## src/rtl/lsu_mem_bridge.sv

```systemverilog
// lsu_mem_bridge: turns one CPU byte/half/word access into a strobed word bus transaction and returns the extended result
module lsu_mem_bridge #(
  parameter int TIMEOUT = 255
) (
  input  logic        clk,
  input  logic        rst,
  input  logic        req_valid,
  input  logic        req_wen,
  input  logic [2:0]  req_memop,
  input  logic [31:0] req_addr,
  input  logic [31:0] req_wdata,
  output logic        req_ready,
  output logic        resp_valid,
  output logic [31:0] resp_rdata,
  output logic        resp_err,
  output logic        bus_valid,
  input  logic        bus_ready,
  output logic        bus_wen,
  output logic [31:0] bus_addr,
  output logic [31:0] bus_wdata,
  output logic [3:0]  bus_wstrb,
  input  logic        bus_rvalid,
  input  logic [31:0] bus_rdata
);
  typedef enum logic [1:0] {IDLE, REQ, WAIT, RESP} state_t;
  state_t state, state_n;
  logic        wen_q, err_q, err_n, illegal, expired, done, act;
  logic [2:0]  memop_q;
  logic [7:0]  cnt;
  logic [31:0] addr_q, wdata_q, rdata_q, rdata_n, shifted, load_data;

  assign illegal = (req_wen ? req_memop[2] || req_memop[1:0] == 2'b11
                            : req_memop[1:0] == 2'b11 || req_memop[2:1] == 2'b11)
                || (req_memop[1:0] == 2'b01 && req_addr[0])
                || (req_memop[1:0] == 2'b10 && req_addr[1:0] != 2'b00);
  assign expired = cnt >= 8'(TIMEOUT - 1);
  assign done = state == REQ ? bus_ready && bus_rvalid : bus_rvalid;
  assign shifted = bus_rdata >> {addr_q[1:0], 3'b000};
  assign load_data = wen_q ? '0
                   : memop_q[1:0] == 2'b00 ? {{24{shifted[7] & ~memop_q[2]}}, shifted[7:0]}
                   : memop_q[1:0] == 2'b01 ? {{16{shifted[15] & ~memop_q[2]}}, shifted[15:0]}
                   : shifted;

  assign act = state == REQ && !rst;
  assign req_ready = state == IDLE && !rst;
  assign resp_valid = state == RESP && !rst;
  assign resp_rdata = resp_valid ? rdata_q : '0;
  assign resp_err = resp_valid & err_q;
  assign bus_valid = act;
  assign bus_wen = act & wen_q;
  assign bus_addr = act ? {addr_q[31:2], 2'b00} : '0;
  assign bus_wdata = !(act && wen_q) ? '0
                   : memop_q[1:0] == 2'b00 ? {4{wdata_q[7:0]}}
                   : memop_q[1:0] == 2'b01 ? {2{wdata_q[15:0]}}
                   : wdata_q;
  assign bus_wstrb = !(act && wen_q) ? 4'b0000
                   : memop_q[1:0] == 2'b00 ? 4'b0001 << addr_q[1:0]
                   : memop_q[1:0] == 2'b01 ? (addr_q[1] ? 4'b1100 : 4'b0011)
                   : 4'b1111;

  always_comb begin
    state_n = state;
    rdata_n = '0;
    err_n = 1'b0;
    case (state)
      IDLE: begin
        state_n = req_valid ? (illegal ? RESP : REQ) : IDLE;
        err_n = req_valid && illegal;
      end
      REQ, WAIT: begin
        // a completing bus handshake wins over an expiring timeout in the same cycle
        state_n = done || expired ? RESP : state == REQ && bus_ready ? WAIT : state;
        rdata_n = done ? load_data : '0;
        err_n = !done && expired;
      end
      default: state_n = IDLE;
    endcase
  end

  always_ff @(posedge clk) begin
    if (rst) begin
      state <= IDLE;
      cnt <= '0;
      rdata_q <= '0;
      err_q <= 1'b0;
      wen_q <= 1'b0;
      memop_q <= '0;
      addr_q <= '0;
      wdata_q <= '0;
    end else begin
      state <= state_n;
      rdata_q <= rdata_n;
      err_q <= err_n;
      if (state == IDLE && req_valid) begin
        wen_q <= req_wen;
        memop_q <= req_memop;
        addr_q <= req_addr;
        wdata_q <= req_wdata;
        cnt <= '0;
      end else if (state == REQ || state == WAIT) begin
        cnt <= cnt + 8'd1;
      end
    end
  end
endmodule

```

## config.mk

```make
export PLATFORM = sky130hd
export DESIGN_NAME = lsu_mem_bridge
export DESIGN_NICKNAME = d
export VERILOG_FILES = /design/src/rtl/lsu_mem_bridge.sv
export SDC_FILE = /design/constraint.sdc
export NUM_CORES = 1
export LEC_CHECK = 0
export ABC_AREA = 1
export CAP_MARGIN = 20
export CELL_PAD_IN_SITES_DETAIL_PLACEMENT = 0
export CELL_PAD_IN_SITES_GLOBAL_PLACEMENT = 2
export CORE_MARGIN = 2
export CORE_UTILIZATION = 22
export CTS_CLUSTER_SIZE = 30
export DETAILED_ROUTE_END_ITERATION = 8
export PLACE_DENSITY = 0.8
export SYNTH_ARGS = -nofsm -noshare
export SYNTH_HDL_FRONTEND = slang
export SYNTH_SLANG_ARGS = --single-unit
export TNS_END_PERCENT = 30
```

## constraint.sdc

```tcl
create_clock -name clk -period 1.9 [get_ports clk]
set_input_delay 0.19 -clock clk [delete_from_list [all_inputs] [get_ports clk]]
set_output_delay 0.19 -clock clk [all_outputs]
set_load 0.005 [all_outputs]
```

==> results.sh <==
export IMPL_rr_worst_depth=11
export IMPL_start_util_pct=22.18
export IMPL_wl_per_cell_um=14.76
export IMPL_dr_first_iter_drc_count=305
export IMPL_cts_hold_buffers=0
export IMPL_fin_ws_ns=-0.1251
export IMPL_worst_setup_path_type="reg -> out"
export IMPL_clock_sinks=111
export IMPL_final_cell_area_um2=8441
export IMPL_ir_drop_v=0.0004163
export IMPL_grt_setup_unrepaired="yes"
export IMPL_syn2layout_area_growth_pct=57.84
export IMPL_setup_viol=69
export IMPL_power_mw=8.843
export IMPL_clk_pin_slew_worst_paths_ns=0.08
export IMPL_netlist_area_um2=5348
export IMPL_antenna_found_initial=2
export IMPL_numCtsBuffers=9
export IMPL_preCtsSetupSlack_ns=-0.3122
export IMPL_maxSlewViolCount=0
export IMPL_yosysUniqueCellTypes=28
export IMPL_place_hpwl_um=14820
export IMPL_gp_congestion=0.8360
export IMPL_hold_path_end="addr_q[16]"
export IMPL_async_flop_share_pct=0
export IMPL_htreeDepth=3
export IMPL_cp_required_ns=1.71
export IMPL_clock_skew_ns=0.006783
export IMPL_synth_edf_count=0
export IMPL_final_hold_viol_count=0
export IMPL_num_vias=5819
export IMPL_avgSynthCellArea_um2=6.474
export IMPL_maxCapViolations=0
export IMPL_synth_seq_cells=111
export IMPL_violations="setup timing"
export IMPL_worstHoldStart="req_addr[16]"
export IMPL_p_leak_nw=3.647
export IMPL_grt_pass1_wl_um=31780
export IMPL_ios=210
export IMPL_track_usage_pct=15.78
export IMPL_critPathLaunchType="flip-flop"
export IMPL_avgViaCountPerCell=4.235
export IMPL_whs_path_depth=3
export IMPL_coreArea_um2=24110
export IMPL_drive_gt1_share_pct=20.29
export IMPL_path_max_fanout=4
export IMPL_cts_tree="built"
export IMPL_yosys_warnings=0
export IMPL_ant_nets=0
export IMPL_synthFlopType="dfxtp_1"
export IMPL_route_detailed_drc=0
export IMPL_die_area_um2=25570
export IMPL_cts_root_buf="clkbuf_16"
export IMPL_antenna_cells=0
export IMPL_synth_seq_area_share_pct=41.55
export IMPL_regToRegStartpoint="state[0]"
export IMPL_drtPass1Iterations=5
export IMPL_die_y_um=159.9
export IMPL_io_buffers=207
export IMPL_fmax_mhz=493.8
export IMPL_fp_dieW_um=159.9
export IMPL_netlist_instances=826
export IMPL_endpoint_kind="primary output"
export IMPL_r2r_end="cnt[5]"
export IMPL_rows=57
export IMPL_clock_latency_ns=0.36
export IMPL_holdWs_ns=0.4460
export IMPL_layout_min_cycle_time_ns=2.025
export IMPL_grt_overflow=0
export IMPL_grt_max_degree=61
export IMPL_cellPowerDensity_nw_per_um2=1048
export IMPL_finalWirelength_um=20280
export IMPL_regToRegSetupSlack_ns=0.12
export IMPL_n_fill_cell=2754
export IMPL_fin_nets=1155
export IMPL_outcome="finished, violations left"
export IMPL_hold_class="in -> reg"
export IMPL_cp_data_arrival_time_ns=1.84
export IMPL_grt_pass1_vias=5728
export IMPL_finalCritPeriodShare_pct=106.6
export IMPL_clockBufferDepth=2
export IMPL_dpl_cell_area_um2=7961
-- how the worst max path moves through the flow --
stage | from | end | slack [ns] | cells past startpoint
after CTS | state[0] | bus_wdata[27] | -0.22 | 13
final | state[0] | bus_wdata[27] | -0.13 | 13
after detailed placement | rst | bus_wdata[22] | -0.31 | 9
after global routing | state[0] | bus_wdata[28] | -0.22 | 13
after floorplan | state[0] | cnt[5] | 0.34 | 9
after global placement | rst | bus_wdata[17] | -0.30 | 9
-- cell usage after synthesis (2+ instances only) --
master | instances | area share (%)
a21oi_1 | 103 | 9.6
a22oi_1 | 13 | 1.8
buf_1 | 6 | 0.42
buf_2 | 9 | 0.84
buf_4 | 4 | 0.56
buf_6 | 2 | 0.42
clkbuf_1 | 28 | 2.0
dfxtp_1 | 111 | 42
ha_1 | 5 | 1.2
inv_1 | 101 | 7.1
inv_2 | 8 | 0.56
nand2_1 | 167 | 12
nand3_1 | 3 | 0.28
nor2_1 | 160 | 11
nor2_2 | 4 | 0.47
nor2_4 | 2 | 0.42
nor3_1 | 2 | 0.19
o211ai_1 | 2 | 0.28
o21ai_0 | 86 | 8.0
or2_2 | 2 | 0.23
-- report_power, final --
part           leakage [nW]  internal (mW)  switching [mW]
sequential            0.912           2.85           0.263
combinational          2.57           1.37            2.19
clock                 0.163           1.24           0.932
-- final cells by class --
cell class / instances / area, µm² / share of cell area, %
clock buffer: 12 / 256.5 / 3.039
clock inverter: 4 / 77.57 / 0.9191
inverter: 110 / 425.4 / 5.040
multi-input combinational: 557 / 2728 / 32.32
sequential: 111 / 2226 / 26.37
tap: 324 / 405.4 / 4.803
timing repair buffer: 256 / 2322 / 27.51
-- what timing repair did --
action / 4_1_cts / 5_1_grt
cloned: 4 / 0
buffers inserted: 9 / 2
gates resized for setup: 311 / 75
setup endpoints to repair: 119 / 123
pin swaps: 6 / 3
-- flip-flops by register name, indices dropped and copies added, names as in the netlist --
name and cells:
addr_q 32, rdata_q 32, wdata_q 32, cnt 8, memop_q 3, state 2, err_q 1, wen_q 1
-- routing by layer --
layer / share of wire, % / global-route usage [%]
met1: 48 / 21.25
met2: 44 / 25.13
met3: 6.1 / 3.870
met4: 1.7 / 4.464
met5: 0.15 / 0
-- critical path, cell delays in order (launching register included) --
cell	delay (ns)
dfxtp_2	0.33
buf_6	0.11
ha_4	0.16
inv_4	0.06
nor2_4	0.03
inv_2	0.07
nor2_2	0.04
buf_6	0.13
buf_6	0.12
buf_12	0.12
buf_6	0.11
o21ai_2	0.05
inv_1	0.04
buf_2	0.12
-- logic make-up (layout without fill, tap and decap cells) --
kind of cell | after synthesis | after routing | synth area share (%)
AND/OR/NAND/NOR | 345 | 345 | 25.34
flip-flops | 111 | 111 | 41.55
buffers and inverters | 159 | 382 | 11.93
adder cells (fa/ha/maj) | 5 | 5 | 1.170
AO/OA/AOI/OAI | 205 | 205 | 19.93
other | 1 | 2 | 0.07012
-- placed cells by master (no fill, tap or decap), types with 3 or more instances in the layout --
master / instances
buf_6: 11
nand2_4: 3
inv_1: 96
buf_12: 9
clkdlybuf4s15_2: 3
ha_4: 3
o21ai_2: 6
clkdlybuf4s50_1: 104
dfxtp_1: 108
buf_16: 4
dfxtp_2: 3
nor2_2: 29
clkbuf_16: 9
clkbuf_2: 26
clkdlybuf4s15_1: 7
buf_4: 30
a21oi_1: 94
inv_2: 9
nand2_1: 166
dlygate4sd2_1: 26
nor2_4: 6
nor2_1: 131
o21ai_0: 77
buf_2: 36
a21oi_2: 9
a22oi_1: 13
-- stage by stage --
stage / setup TNS (ns) / util [%] / cells
2_1_floorplan: 0 / - / 827
5_1_grt: -9.743 / 35.02 / 1374
3_3_place_gp: -14.67 / 33.03 / 1344
6_report: -3.396 / 35.02 / 1374
4_1_cts: -5.374 / 35.05 / 1372
3_5_place_dp: -13.74 / 33.03 / 1344
No activity file was read; power rests on OpenSTA's default activity.
